[config.mk]
export PLATFORM = sky130hd
export DESIGN_NAME = ins_cache
export DESIGN_NICKNAME = d
export VERILOG_FILES = /design/src/rtl/ins_cache_pkg.sv /design/src/rtl/ins_cache_array.sv /design/src/rtl/ins_cache.sv
export SDC_FILE = /design/constraint.sdc
export NUM_CORES = 2
export LEC_CHECK = 0
export CAP_MARGIN = 20
export CORE_ASPECT_RATIO = 0.7
export CORE_UTILIZATION = 25
export DETAILED_ROUTE_END_ITERATION = 12
export HOLD_SLACK_MARGIN = 0.05
export REMOVE_ABC_BUFFERS = 1
export SLEW_MARGIN = 5
export SYNTH_ARGS = -nofsm -noshare
export SYNTH_HDL_FRONTEND = slang
export SYNTH_SLANG_ARGS = --single-unit
[constraint.sdc]
create_clock -name clk -period 5.95 [get_ports clk]
set_input_delay 0.8925 -clock clk [delete_from_list [all_inputs] [get_ports clk]]
set_output_delay 0.8925 -clock clk [all_outputs]
set_load 0.05 [all_outputs]
[src/rtl/ins_cache_pkg.sv]
// Shared definitions for the instruction cache:
// FSM encoding, geometry defaults and fill width.
package ins_cache_pkg;

  localparam int INDEX_BITS_DEF = 5;
  localparam int FILL_WORDS_DEF = 3;
  localparam int FILL_BITS      = 96;

  typedef enum logic [1:0] {
    IDLE = 2'd0,
    MISS = 2'd1,
    RESP = 2'd2
  } state_t;

endpackage

[src/rtl/ins_cache_array.sv]
// Direct-mapped valid/tag/data store: one comb read port,
// FILL_WORDS synchronous write ports, async valid clear.
module ins_cache_array
  import ins_cache_pkg::*;
#(
  parameter int INDEX_BITS = INDEX_BITS_DEF,
  parameter int FILL_WORDS = FILL_WORDS_DEF,
  localparam int TAG_BITS  = 30 - INDEX_BITS,
  localparam int ENTRIES   = 1 << INDEX_BITS
) (
  input  logic                  i_clk,
  input  logic                  i_rst,
  input  logic [INDEX_BITS-1:0] i_rd_idx,
  output logic                  o_rd_valid,
  output logic [TAG_BITS-1:0]   o_rd_tag,
  output logic [31:0]           o_rd_data,
  input  logic                  i_wr_en,
  input  logic [FILL_WORDS-1:0][INDEX_BITS-1:0] i_wr_idx,
  input  logic [FILL_WORDS-1:0][TAG_BITS-1:0]   i_wr_tag,
  input  logic [FILL_WORDS-1:0][31:0]           i_wr_data
);

  logic [ENTRIES-1:0]  r_valid;
  logic [TAG_BITS-1:0] r_tag  [ENTRIES];
  logic [31:0]         r_data [ENTRIES];

  always_ff @(posedge i_clk or posedge i_rst) begin
    if (i_rst) begin
      r_valid <= '0;
    end else if (i_wr_en) begin
      for (int k = 0; k < FILL_WORDS; k++)
        r_valid[i_wr_idx[k]] <= 1'b1;
    end
  end

  // Tag and data payload carry no reset; valid gates them.
  always_ff @(posedge i_clk) begin
    if (i_wr_en) begin
      for (int k = 0; k < FILL_WORDS; k++) begin
        r_tag[i_wr_idx[k]]  <= i_wr_tag[k];
        r_data[i_wr_idx[k]] <= i_wr_data[k];
      end
    end
  end

  assign o_rd_valid = r_valid[i_rd_idx];
  assign o_rd_tag   = r_tag[i_rd_idx];
  assign o_rd_data  = r_data[i_rd_idx];

endmodule

[src/rtl/ins_cache.sv]
// Read-only direct-mapped instruction cache with a
// three-word refill from the memory controller.
module ins_cache
  import ins_cache_pkg::*;
#(
  parameter int INDEX_BITS = INDEX_BITS_DEF,
  parameter int FILL_WORDS = FILL_WORDS_DEF
) (
  input  logic                 clk,
  input  logic                 rst,
  input  logic                 rdy,
  input  logic                 if_req,
  input  logic [31:0]          if_pc,
  input  logic                 flush,
  output logic                 ins_valid,
  output logic [31:0]          ins_out,
  output logic                 ins_fetch_sig,
  output logic [31:0]          ins_addr,
  input  logic                 ins_fetch_done,
  input  logic [FILL_BITS-1:0] ins_data
);

  localparam int TAG_BITS = 30 - INDEX_BITS;

  state_t      r_state, w_state_nxt;
  logic        r_valid, w_valid_nxt;
  logic        r_fetch, w_fetch_nxt;
  logic        r_flushed, w_flushed_nxt;
  logic [31:0] r_out, w_out_nxt;
  logic [31:0] r_addr, w_addr_nxt;

  logic                w_rd_valid;
  logic [TAG_BITS-1:0] w_rd_tag;
  logic [31:0]         w_rd_data;
  logic                w_hit;
  logic                w_fill;

  logic [FILL_WORDS-1:0][29:0]           w_fill_word;
  logic [FILL_WORDS-1:0][INDEX_BITS-1:0] w_wr_idx;
  logic [FILL_WORDS-1:0][TAG_BITS-1:0]   w_wr_tag;
  logic [FILL_WORDS-1:0][31:0]           w_wr_data;

  // Word-address arithmetic wraps mod 2^32 and across the index.
  for (genvar k = 0; k < FILL_WORDS; k++) begin : g_fill
    assign w_fill_word[k] = r_addr[31:2] + 30'(k);
    assign w_wr_idx[k]    = w_fill_word[k][INDEX_BITS-1:0];
    assign w_wr_tag[k]    = w_fill_word[k][29:INDEX_BITS];
    assign w_wr_data[k]   = ins_data[32*k +: 32];
  end

  assign w_fill = rdy && (r_state == MISS) && ins_fetch_done;

  ins_cache_array #(
    .INDEX_BITS (INDEX_BITS),
    .FILL_WORDS (FILL_WORDS)
  ) u_array (
    .i_clk      (clk),
    .i_rst      (rst),
    .i_rd_idx   (if_pc[INDEX_BITS+1:2]),
    .o_rd_valid (w_rd_valid),
    .o_rd_tag   (w_rd_tag),
    .o_rd_data  (w_rd_data),
    .i_wr_en    (w_fill),
    .i_wr_idx   (w_wr_idx),
    .i_wr_tag   (w_wr_tag),
    .i_wr_data  (w_wr_data)
  );

  assign w_hit = w_rd_valid &&
                 (w_rd_tag == if_pc[31:INDEX_BITS+2]);

  always_comb begin
    w_state_nxt   = r_state;
    w_valid_nxt   = r_valid;
    w_fetch_nxt   = r_fetch;
    w_flushed_nxt = r_flushed;
    w_out_nxt     = r_out;
    w_addr_nxt    = r_addr;
    if (rdy) begin
      w_valid_nxt = 1'b0;
      unique case (r_state)
        IDLE: begin
          if (if_req && !flush) begin
            if (w_hit) begin
              w_valid_nxt = 1'b1;
              w_out_nxt   = w_rd_data;
            end else begin
              w_state_nxt   = MISS;
              w_fetch_nxt   = 1'b1;
              w_addr_nxt    = if_pc;
              w_flushed_nxt = 1'b0;
            end
          end
        end
        MISS: begin
          if (flush) w_flushed_nxt = 1'b1;
          // The fetch cannot abort; a flush only drops the reply.
          if (ins_fetch_done) begin
            w_fetch_nxt = 1'b0;
            if (r_flushed || flush) begin
              w_state_nxt = IDLE;
            end else begin
              w_state_nxt = RESP;
              w_valid_nxt = 1'b1;
              w_out_nxt   = ins_data[31:0];
            end
          end
        end
        RESP: w_state_nxt = IDLE;
        default: w_state_nxt = IDLE;
      endcase
    end
  end

  always_ff @(posedge clk or posedge rst) begin
    if (rst) begin
      r_state   <= IDLE;
      r_valid   <= 1'b0;
      r_fetch   <= 1'b0;
      r_flushed <= 1'b0;
      r_out     <= '0;
      r_addr    <= '0;
    end else begin
      r_state   <= w_state_nxt;
      r_valid   <= w_valid_nxt;
      r_fetch   <= w_fetch_nxt;
      r_flushed <= w_flushed_nxt;
      r_out     <= w_out_nxt;
      r_addr    <= w_addr_nxt;
    end
  end

  assign ins_valid     = r_valid && !((r_state == RESP) && flush);
  assign ins_out       = r_out;
  assign ins_fetch_sig = r_fetch;
  assign ins_addr      = r_addr;

endmodule

==> flow_summary.json <==
{
  "critPathArrivalTime_ps": 5800,
  "grt_antenna_before_repair": 44,
  "multiInputGateArea_um2": 40100,
  "cts_tree": "yes",
  "drv_cap": 0,
  "drive_gt1_frac": 0.162,
  "cts_hold_buf": 0,
  "coreArea_um2": 408000,
  "yosysSeqAreaShare": 0.559,
  "hold_slack_ps": 462,
  "synth-seq-cells": 1925,
  "fillers": 41100,
  "ant_nets": 0,
  "crit_start": "if_pc[3]",
  "seq_area_um2": 57300,
  "h-tree-depth": 4,
  "cts_made_buffers": 205,
  "fin_util": 0.284,
  "synth_warnings": 0,
  "cts_max_path_buffers": 4,
  "dieWidth_um": 768,
  "reg2regPathDepth": 14,
  "critPathRequiredTime_ps": 6710,
  "hold_viol": 0,
  "vias": 70600,
  "holdPathStages": 1,
  "synth_most_common_cell": "edfxtp_1",
  "synth_area_um2": 103000,
  "slew_violations": 0,
  "finalCritPeriodShare": 0.847,
  "hpwl_mm": 230,
  "max_freq_ghz": 0.199,
  "dr.pass1.iters": 6,
  "synth_area_per_cell_um2": 12.0,
  "drc": 0,
  "rsz0062_at_grt": "no",
  "worst_pin_slew_ps": 1260,
  "peakVddDrop_uv": 299,
  "fin_crit_ps": 5040,
  "initial_core_util": 0.251,
  "final_nets": 7946,
  "wl_mm": 394,
  "grt_pass1_wl_mm": 541,
  "via_per_inst": 5.26,
  "cts_setup_buffers": 0,
  "synth.area.top_cells": "edfxtp_1 (53%), mux2i_1 (13%), mux4_2 (8.8%)",
  "insertion_delay_ps": 910,
  "p_per_area_nw_per_um2": 301,
  "synth_common_cells": "edfxtp_1 (1824), clkbuf_1 (1335), mux2i_1 (1288)",
  "synth_top_area_share": 0.534,
  "grt_usage": 0.183,
  "place_congestion": 0.855,
  "critPathLaunchType": "input pin",
  "ys_async_sr_fraction": 0.0525,
  "worstReg2RegStart": "ins_addr[4]",
  "grt_max_degree": 127,
  "cts_resized": 0,
  "grt_pass1_vias": 65200,
  "clkTransAtPathRegs_ps": 60,
  "critPathMaxFanout": 42,
  "synthFlopType": "edfxtp_1",
  "port_buffers": 199,
  "synth_cell_types": 57,
  "p_leak_nw": 38.1,
  "drtIter0Drc": 11300,
  "wl_per_cell_um": 29.3,
  "synth_top_area_cell": "edfxtp_1",
  "synth_edf_count": 1824,
  "row_count": 196,
  "end_kind": "register",
  "syn_to_final_growth_pct": 13.1,
  "min_path_type": "reg -> reg",
  "grt_overflow": 0,
  "syn_inst": 8547,
  "chipHeight_um": 538,
  "slew_headroom": 0.158,
  "crit_type": "in -> reg",
  "worstHoldStart": "u_array.r_valid[12]",
  "outcome": "complete, no violations",
  "power.total_mw": 34.9,
  "die_area_um2": 413000,
  "finalSetupTns_ps": 0,
  "ios": 200,
  "cts_sinks": 1925,
  "finClkSkew_ps": 71.2,
  "cts-root-buf": "clkbuf_16",
  "setup_violations": 0
}
[report_power, final]
part / switching (mW) / internal [mW] / leakage [nW]
Sequential: 0.305 / 15.9 / 17.7
Clock: 5.70 / 7.01 / 3.14
Combinational: 4.03 / 1.95 / 17.3
[layout make-up]
type | instances | share of cell area
Sequential cell | 1925 | 0.494
Multi-Input combinational cell | 5099 | 0.345
Tap cell | 5445 | 0.0587
Clock buffer | 266 | 0.0482
Timing Repair Buffer | 573 | 0.0467
Clock inverter | 107 | 0.00673
Inverter | 7 | 0.000270
Antenna cell | 10 | 0.000216
[path summary, 6_finish.rpt]
check,to,slack (ps)
max,ins_out[5],910
min,u_array.r_valid[12],460
max reg2reg,u_array.r_tag[1][24],1350
min reg2reg,u_array.r_valid[12],460
max in group asynchronous,u_array.r_valid[30],3970
min in group asynchronous,ins_addr[1],530
[layer usage]
metal	up-vias	routed length, µm	track usage
met5	-	192	0
met4	32	13500	0.0576
met3	720	53800	0.0556
met1	35800	161000	0.260
met2	4910	165000	0.266
li1	29200	-	-
[sequential cells by signal, indices dropped and copies added (netlist names)]
name / count
ins_addr: 32
ins_fetch_sig: 1
ins_out: 32
r_flushed: 1
r_state: 2
r_valid: 1
u_array.r_data: 1024
u_array.r_tag: 800
u_array.r_valid: 32
[cell families (layout without fill, tap and decap cells)]
logic type,count (synthesis),in the layout,synth area share
adders and majority gates,1,1,0.000122
DFF,1925,1925,0.559
other,0,10,0
muxes,1774,1774,0.223
and+or+nand+nor,1740,1740,0.0683
AOI/OAI and AO/OA,1314,1314,0.0688
xor gates and xnor gates,270,270,0.0231
buffers and inverters,1523,953,0.0579
[through the flow]
| stage | instance area [µm²] | setup WS [ps] | instances |
|---|---|---|---|
| after floorplan | 96700 | -3590 | 7031 |
| after CTS | 116000 | 1170 | 13400 |
| after detailed placement | 110000 | 251 | 13000 |
| final | 116000 | 912 | 13400 |
| after global placement | 110000 | 175 | 13000 |
| after global routing | 116000 | 836 | 13400 |
[placed cells by master, fill, tap and decap left out, types with 159 or more instances in the layout]
cell             count
nor2_1             460
mux2i_1           1288
nand2_1           1015
buf_4              325
clkdlybuf4s50_1    193
xnor2_1            159
edfxtp_1          1824
o21ai_0            760
a21oi_1            342
clkbuf_16          210
mux4_2             401
[worst max-delay path, stage by stage]
cell	delay (ps)
buf_8	330
buf_12	350
buf_4	290
mux2i_1	110
a22oi_1	190
a21oi_1	100
nor4_1	460
xor2_1	150
nor4_1	750
buf_4	230
nand4_1	90
or4_4	610
o21ai_4	180
buf_12	310
mux2_2	390
No activity file was read; power rests on OpenSTA's default activity.
